--- config.mk ---
export PLATFORM = sky130hd
export DESIGN_NAME = shift_ctrl_flat
export DESIGN_NICKNAME = d
export VERILOG_FILES = /design/src/rtl/shift_ctrl_pkg.sv /design/src/rtl/shift_ctrl_if.sv /design/src/rtl/shift_ctrl_reg.sv /design/src/rtl/shift_ctrl.sv /design/src/flat_wrapper.sv
export SDC_FILE = /design/constraint.sdc
export NUM_CORES = 1
export LEC_CHECK = 0
export ABC_AREA = 1
export BUFFER_PORTS_ARGS = -buffer_cell sky130_fd_sc_hd__buf_4
export CORE_AREA = 4 4 41 43
export CTS_CLUSTER_SIZE = 14
export DETAILED_ROUTE_END_ITERATION = 6
export DIE_AREA = 0 0 45 47
export PLACE_DENSITY = 0.69
export SLEW_MARGIN = 20
export SYNTH_ARGS = -nofsm -noshare
export SYNTH_HDL_FRONTEND = slang
export SYNTH_HIERARCHICAL = 1
export SYNTH_SLANG_ARGS = --single-unit
--- constraint.sdc ---
create_clock -name clk -period 1.75 [get_ports clk]
set_input_delay 0.0875 -clock clk [delete_from_list [all_inputs] [get_ports clk]]
set_output_delay 0.0875 -clock clk [all_outputs]
set_load 0.02 [all_outputs]
--- src/rtl/shift_ctrl_pkg.sv ---
// Shared types and helpers for the shift_ctrl serial word exchanger.
package shift_ctrl_pkg;

  typedef enum logic [1:0] {
    ST_IDLE   = 2'd0,
    ST_SHIFT  = 2'd1,
    ST_PARITY = 2'd2,
    ST_DONE   = 2'd3
  } state_e;

  // Bit-counter width for a word of v bits; never less than one bit.
  function automatic int unsigned clog2(input int unsigned v);
    int unsigned r;
    r = 0;
    for (int unsigned i = 0; i < 32; i++) begin
      if ((64'd1 << i) < 64'(v)) r = i + 1;
    end
    return (r == 0) ? 1 : r;
  endfunction

endpackage

--- src/rtl/shift_ctrl_if.sv ---
// Word handshake and serial link bundle for shift_ctrl.
// parity_err exists only when SHIFT_CTRL_PARITY_EN is defined.
interface shift_ctrl_if #(
  parameter int unsigned n = 3
) ();

  logic         start_valid;
  logic         start_ready;
  logic [n-1:0] data_in;
  logic         shift_en;
  logic         sin;
  logic         ser_out;
  logic         busy;
  logic         done;
  logic [n-1:0] data_out;
`ifdef SHIFT_CTRL_PARITY_EN
  logic         parity_err;
`endif

  modport master (
    output start_valid, data_in, shift_en, sin,
    input  start_ready, ser_out, busy, done, data_out
`ifdef SHIFT_CTRL_PARITY_EN
    , input parity_err
`endif
  );

  modport slave (
    input  start_valid, data_in, shift_en, sin,
    output start_ready, ser_out, busy, done, data_out
`ifdef SHIFT_CTRL_PARITY_EN
    , output parity_err
`endif
  );

endinterface

--- src/rtl/shift_ctrl_reg.sv ---
// n-bit PIPO shift register: synchronous clear, parallel load, shift-in at LSB.
// Priority is clear, then load, then shift.
module shift_ctrl_reg #(
  parameter int unsigned n = 3
) (
  input  logic         clk,
  input  logic         clr,
  input  logic         load,
  input  logic         shift,
  input  logic         sin,
  input  logic [n-1:0] d,
  output logic [n-1:0] q
);

  always_ff @(posedge clk) begin
    if (clr) begin
      q <= '0;
    end else if (load) begin
      q <= d;
    end else if (shift) begin
      q <= {q[n-2:0], sin};
    end
  end

endmodule

--- src/rtl/shift_ctrl.sv ---
// Full-duplex serial word exchange controller: loads a word, shifts it out MSB-first
// while capturing sin, then pulses done with the received word. Parity stage: SHIFT_CTRL_PARITY_EN.
module shift_ctrl
  import shift_ctrl_pkg::*;
#(
  parameter int unsigned n = 3
) (
  input  logic      clk,
  input  logic      rst,
  shift_ctrl_if.slave bus
);

  localparam int unsigned cw = clog2(n);

  state_e        state_q, state_d;
  logic [cw-1:0] cnt_q, cnt_d;
  logic [n-1:0]  sr_q;
  logic [n-1:0]  dout_q, dout_d;
  logic          load_c, shift_c, last_c;
  logic          ready_q, busy_q, done_q;
`ifdef SHIFT_CTRL_PARITY_EN
  logic          ser_out_q, ser_out_d;
  logic          tx_par_q, tx_par_d;
  logic          perr_q, perr_d;
`endif

  shift_ctrl_reg #(.n(n)) u_reg (
    .clk   (clk),
    .clr   (rst),
    .load  (load_c),
    .shift (shift_c),
    .sin   (bus.sin),
    .d     (bus.data_in),
    .q     (sr_q)
  );

  assign last_c = (cnt_q == cw'(n - 1));

  // Next-state, register controls and next values of the registered outputs.
  always_comb begin
    state_d  = state_q;
    cnt_d    = cnt_q;
    dout_d   = dout_q;
    load_c   = 1'b0;
    shift_c  = 1'b0;
`ifdef SHIFT_CTRL_PARITY_EN
    ser_out_d = ser_out_q;
    tx_par_d  = tx_par_q;
    perr_d    = perr_q;
`endif
    case (state_q)
      ST_IDLE: begin
        if (bus.start_valid) begin
          state_d = ST_SHIFT;
          load_c  = 1'b1;
          cnt_d   = '0;
`ifdef SHIFT_CTRL_PARITY_EN
          ser_out_d = bus.data_in[n-1];
          tx_par_d  = ^bus.data_in;
`endif
        end
      end
      ST_SHIFT: begin
        if (bus.shift_en) begin
          shift_c = 1'b1;
`ifdef SHIFT_CTRL_PARITY_EN
          ser_out_d = sr_q[n-2];
`endif
          if (last_c) begin
            cnt_d = '0;
`ifdef SHIFT_CTRL_PARITY_EN
            state_d   = ST_PARITY;
            ser_out_d = tx_par_q;
`else
            state_d = ST_DONE;
            dout_d  = {sr_q[n-2:0], bus.sin};
`endif
          end else begin
            cnt_d = cnt_q + cw'(1);
          end
        end
      end
      ST_PARITY: begin
`ifdef SHIFT_CTRL_PARITY_EN
        // Register already holds the received word; only the parity bit is exchanged here.
        if (bus.shift_en) begin
          state_d   = ST_DONE;
          ser_out_d = sr_q[n-1];
          dout_d    = sr_q;
          perr_d    = bus.sin ^ (^sr_q);
        end
`else
        state_d = ST_IDLE;
`endif
      end
      ST_DONE: begin
        state_d = ST_IDLE;
      end
      default: begin
        state_d = ST_IDLE;
      end
    endcase
  end

  always_ff @(posedge clk) begin
    if (rst) begin
      state_q <= ST_IDLE;
      cnt_q   <= '0;
      dout_q  <= '0;
      ready_q <= 1'b1;
      busy_q  <= 1'b0;
      done_q  <= 1'b0;
`ifdef SHIFT_CTRL_PARITY_EN
      ser_out_q <= 1'b0;
      tx_par_q  <= 1'b0;
      perr_q    <= 1'b0;
`endif
    end else begin
      state_q <= state_d;
      cnt_q   <= cnt_d;
      dout_q  <= dout_d;
      ready_q <= (state_d == ST_IDLE);
      busy_q  <= (state_d == ST_SHIFT) || (state_d == ST_PARITY);
      done_q  <= (state_d == ST_DONE);
`ifdef SHIFT_CTRL_PARITY_EN
      ser_out_q <= ser_out_d;
      tx_par_q  <= tx_par_d;
      perr_q    <= perr_d;
`endif
    end
  end

  assign bus.start_ready = ready_q;
  assign bus.busy        = busy_q;
  assign bus.done        = done_q;
  assign bus.data_out    = dout_q;
`ifdef SHIFT_CTRL_PARITY_EN
  assign bus.ser_out     = ser_out_q;
  assign bus.parity_err  = perr_q;
`else
  assign bus.ser_out     = sr_q[n-1];
`endif

endmodule
--- src/flat_wrapper.sv ---
// flat-port wrapper written by rule: the top's interface ports become plain ports
module shift_ctrl_flat import shift_ctrl_pkg::*;
#(
  parameter int unsigned n = 3
)
  (clk, rst, bus_start_valid, bus_data_in, bus_shift_en, bus_sin, bus_start_ready, bus_ser_out, bus_busy, bus_done, bus_data_out);
  shift_ctrl_if #(.n(n)) bus_i ();
  input  logic clk;
  input  logic rst;
  input wire logic [$bits(bus_i.start_valid)-1:0] bus_start_valid;
  input wire logic [$bits(bus_i.data_in)-1:0] bus_data_in;
  input wire logic [$bits(bus_i.shift_en)-1:0] bus_shift_en;
  input wire logic [$bits(bus_i.sin)-1:0] bus_sin;
  output wire logic [$bits(bus_i.start_ready)-1:0] bus_start_ready;
  output wire logic [$bits(bus_i.ser_out)-1:0] bus_ser_out;
  output wire logic [$bits(bus_i.busy)-1:0] bus_busy;
  output wire logic [$bits(bus_i.done)-1:0] bus_done;
  output wire logic [$bits(bus_i.data_out)-1:0] bus_data_out;
  assign bus_i.start_valid = bus_start_valid;
  assign bus_i.data_in = bus_data_in;
  assign bus_i.shift_en = bus_shift_en;
  assign bus_i.sin = bus_sin;
  assign bus_start_ready = bus_i.start_ready;
  assign bus_ser_out = bus_i.ser_out;
  assign bus_busy = bus_i.busy;
  assign bus_done = bus_i.done;
  assign bus_data_out = bus_i.data_out;
  shift_ctrl #(.n(n)) u_core (.clk(clk), .rst(rst), .bus(bus_i));
endmodule
# Word-level counts from Yosys, hierarchy flattened
# Index checks and enable logic that the tools add are counted.
dict set report totals {
  regBits 13
  latchBits 0
  rom_bits 0
  mem_bits_rw 0
  out_inout_bits 7
  n_memories 0
}
dict set report op_classes {
  n_reduce_logical 8
  n_div 0
  shift 0
  bitwise_logic 0
  n_eq_ne 9
  muxes 14
  magnitude_cmp 0
  add_sub_neg 1
  multipliers 0
}
# op count
set op_table {}
lappend op_table {{2-to-1 mux 2 bit} 6}
lappend op_table {{equality test 2 bit, second input constant} 5}
lappend op_table {{2-to-1 mux 3 bit} 2}
lappend op_table {{one-hot mux 2 bit (3 select lines)} 1}
lappend op_table {{AND reduction 3 bit} 2}
lappend op_table {{equality test 2 x 1 -> 1 bit, second input constant} 2}
lappend op_table {{zero test 2 bit} 2}
lappend op_table {{2-to-1 mux 1 bit} 4}
lappend op_table {{inequality test 2 bit, second input constant} 2}
lappend op_table {{one-hot mux 2 bit (2 select lines)} 1}
lappend op_table {{nonzero test 2 bit} 2}
lappend op_table {{adder 2 x 1 -> 2 bit, second input constant} 1}
lappend op_table {{OR reduction 2 bit} 1}
lappend op_table {{logical OR 1 bit} 1}

# Logic depth before layout (Yosys ltp)
dict set report depth {
  word_depth 6
  depth_mapped 8
  depth_no_buf 8
}

# Modules after synthesis
# The synthesis kept the hierarchy.
# mod cells_per_inst n_inst area_each_um2
set modules_own_cells {}
lappend modules_own_cells {shift_ctrl 60 1 446.7}
lappend modules_own_cells {shift_ctrl_reg 25 1 155.1}

# Worst setup path after synthesis
# OpenSTA, ideal clock, no wires.
dict set report synth_timing {
  path_kind {register -> register}
  startpoint {reg u_core.state_q[0]}
  endpoint {reg u_core.busy_q (netlist: u_core/bus.busy)}
  required_time_ns 1.641
  setup_slack_ns 0.714
  stages_incl_launch_ff 6
  period_less_slack_ns 1.036
  arrival_ns 0.926
  cell_sequence {dfxtp_1 > nand3_4 > nor2_8 > ha_1 > inv_1 > nor2_1}
}
dict set report synth_between {
  elab_chain_len 5
  elab_cells_between_ends 12
  cone_classes {eq/ne: 5; mux: 4; reduce/logical: 3}
}
# element line
set synth_lines {}
lappend synth_lines {{from (decl)} shift_ctrl.sv:15} ;# state_e state_q, state_d;
lappend synth_lines {{from (signal assigned)} shift_ctrl.sv:119} ;# state_q <= state_d;
lappend synth_lines {{equality test 2 bit or 2-to-1 mux 2 bit (tied branches)} {shift_ctrl.sv:51, shift_ctrl.sv:69}}
lappend synth_lines {{OR reduction 2 bit (no source line) or 2-to-1 mux 2 bit (tied branches)} n/a}
lappend synth_lines {{one-hot mux 2 bit (3 select lines) (*)} shift_ctrl.sv:51} ;# case (state_q)
lappend synth_lines {{equality test 2 x 1 -> 1 bit or equality test 2 bit (tied branches)} shift_ctrl.sv:123} ;# busy_q <= (state_d == ST_SHIFT) || (state_d == ST_PARITY);
lappend synth_lines {{logical OR 1 bit (*)} shift_ctrl.sv:123}
lappend synth_lines {{to (signal assigned)} shift_ctrl.sv:123}
lappend synth_lines {{to (decl)} shift_ctrl.sv:20} ;# logic ready_q, busy_q, done_q;
# Mark *: on every way between the ends. The rest lies on a longest branch, timed or not.
# A chain may end at the register's enable or synchronous reset.

# Worst setup path in the final report
# Same ends and word-level chain as after synthesis.

==> results.txt <==
Critical Path RT - 1.93 ns
Post-synthesis instance area - 602 sq um
Post-route setup slack - 0.640 ns
Routed metal-1 wire length - 501 microns
Sequential cell area fraction in the yosys report - 43.2%
Finished Cell Area - 763 sq um
Slew @ Worst Pin - 0.201 ns
# setup viols final - 0
Area Growth Syn to Fin - 26.8%
Synthesized area per cell - 7.08 sq um
Iter 0 DRT Violations - 7
CTS max path bufs - 2
Vias per cell - 4.44
Pwr/cell area - 815 mW/mm^2
Root buffer cell - clkbuf_4
Layout Cells excl Fill - 119
Buffers on Ports - 14
First-pass GRT wire length - 1860 microns
Die X-Extent - 45 microns
Max-slew headroom - 86.6%
Synthesis Warnings - 6
Routed WL per cell - 9.24 microns
Cells on worst reg2reg path - 5
Die area - 0.00212 sq mm
TritonCTS Buffers - 3
TritonCTS Sinks - 13
Core area - 0.00130 sq mm
Ant. Diodes - 0
Vias in the first global route - 456
Register area - 260 sq um
Initial core utilization - 46.2%
H-Tree Depth - 1
WL met2 - 522 microns
Clk slew on worst S/H paths - 0.09 ns
Worst R2R End - u_core/bus.busy
VDD IR max - 0.512 mV
Top layer in use - met4
Worst hold slack - 0.102 ns
Routed WL - 1100 microns
Area of placed instances - 726 sq um
# DRC - 0
Share of layout cells above drive strength 1 - 26.9%
Achievable Freq - 901 MHz
Fin crit share - 63.4%
Setup slack at placement - 0.643 ns
Setup Buffers After CTS - 0
Antenna violations before repair - 0
Num ports - 15
GPL Wtd Cong - 0.794
Post-Place Cells - 114
Critical path startpoint - u_core/state_q[0]
Max-cap violations - 0
Worst r2r src - u_core/state_q[0]
Hpwl dp - 886 microns
Worst-path maximum fanout - 7
Worst reg2reg setup slack - 0.64 ns
Crit path arrival time - 1.29 ns
Worst skew pair latency - 0.27 ns
Yosys reg bits - 13
Antenna Nets Post-Route - 0
Die span in y - 47 microns
Final #Nets - 114
Cell Rows - 13
Status - complete, no violations
Vias - 528
Worst setup path class - flop to flop
Routed wl met3 - 64 microns
Syn Nets - 94
Multi-input gate area - 267 sq um
Startpoint Class - flop
GRT Overall Usage - 12.5%
DR pass1 iterations - 4
Setup Skew - 0.00213 ns
GR Overflow Total - 0
Endpoints failing hold - 0
CTS tree - done
Yosys cell types - 14
Fillers - 139
Largest net degree at the start of global routing - 9
Post-route minimum period - 1.11 ns
Critical path endpoint - u_core/bus.busy
Leak Pwr - 0.432 nW
Worst min-delay path startpoint - bus_data_in[2]
Crit. End Element - flop
Unrepaired setup endpoints after global routing - no
Total negative slack - 0 ns
Synth Instances - 85
Hold Path Class - primary input to flop
Max-slew violations - 0
==> worst max-delay path, cell delays in order, from the launching register on <==
cell and delay [ns]:
dfxtp_1 0.40, nand3_4 0.15, nor2_8 0.15, ha_1 0.24
inv_1 0.05, nor2_1 0.03
==> repair_timing <==
item	CTS	global route
hold buffers	1	0
endpoints found under the hold margin	1	0
resized for setup	0	0
==> layout make-up <==
class	count	share of cell area [%]
multi-input cells	52	34.9
clock buffers	3	2.95
flip-flops and latches	13	34.1
well taps	15	2.46
repair buffers	15	15.1
inverters	20	9.84
clock inverters	1	0.656
==> cell families (layout without fill, tap and decap cells) <==
group | count (synthesis) | in the layout | share of synthesized area (%)
compound gates | 1 | 1 | 1.46
simple gates | 50 | 50 | 40.7
fa+ha+maj | 1 | 1 | 2.08
buf+inv | 20 | 39 | 12.5
flops | 13 | 13 | 43.2
==> power breakdown <==
part           total (mW)  switching, mW  internal, mW
clock               0.189          0.104        0.0847
sequential          0.322        0.00982         0.312
combinational       0.111         0.0643        0.0462
total               0.622          0.179         0.443
==> per-stage QoR <==
step | utilization [%] | total power, mW
2_1_floorplan | - | 0.401
3_3_place_gp | 55.8 | 0.437
3_5_place_dp | 55.8 | 0.439
4_1_cts | 58.7 | 0.629
5_1_grt | 58.7 | 0.665
6_report | 58.7 | 0.622
==> sequential cells by signal, summed over array words and instances (netlist names) <==
| name | flops |
|---|---|
| u_core/bus.data_out | 3 |
| u_core/cnt_q | 2 |
| u_core/bus.busy | 1 |
| u_core/state_q | 2 |
| u_core/bus.done | 1 |
| u_core/u_reg/q | 3 |
| u_core/bus.start_ready | 1 |
==> cells in the mapped netlist <==
| cell type | count | area share (%) |
|---|---|---|
| nor2_8 | 1 | 3.3 |
| nand2_2 | 1 | 1.0 |
| dfxtp_1 | 13 | 43 |
| nor3_1 | 1 | 0.83 |
| a21oi_2 | 1 | 1.5 |
| inv_2 | 2 | 1.2 |
| nand3_2 | 1 | 1.7 |
| ha_1 | 1 | 2.1 |
| inv_1 | 18 | 11 |
| nand2_1 | 23 | 14 |
| nor2_1 | 11 | 6.9 |
| nand3_4 | 1 | 2.9 |
| nor2_2 | 3 | 3.1 |
| nand3_1 | 8 | 6.7 |
==> layout by cell type, fill, tap and decap left out, types with 2 or more instances in the layout <==
master,count
nand3_1,8
nor2_1,11
nand2_1,23
clkbuf_4,3
nor2_2,3
buf_4,14
inv_1,18
inv_2,2
dfxtp_1,13
==> how the worst min path moves through the flow <==
stage	cells past startpoint	endpoint	slack (ns)
after floorplan	1	u_core/u_reg/q[1]	0.15
after global placement	2	u_core/u_reg/q[1]	0.30
after detailed placement	2	u_core/u_reg/q[1]	0.29
after global routing	5	u_core/u_reg/q[2]	0.09
after CTS	5	u_core/u_reg/q[2]	0.1
final	5	u_core/u_reg/q[2]	0.10
==> metal layers <==
metal | up-vias | track usage [%]
met5 | - | 0
met4 | 0 | 8.77
met3 | 2 | 3.83
met2 | 10 | 18.1
met1 | 229 | 15.9
li1 | 287 | -
No activity file was read; power rests on OpenSTA's default activity.
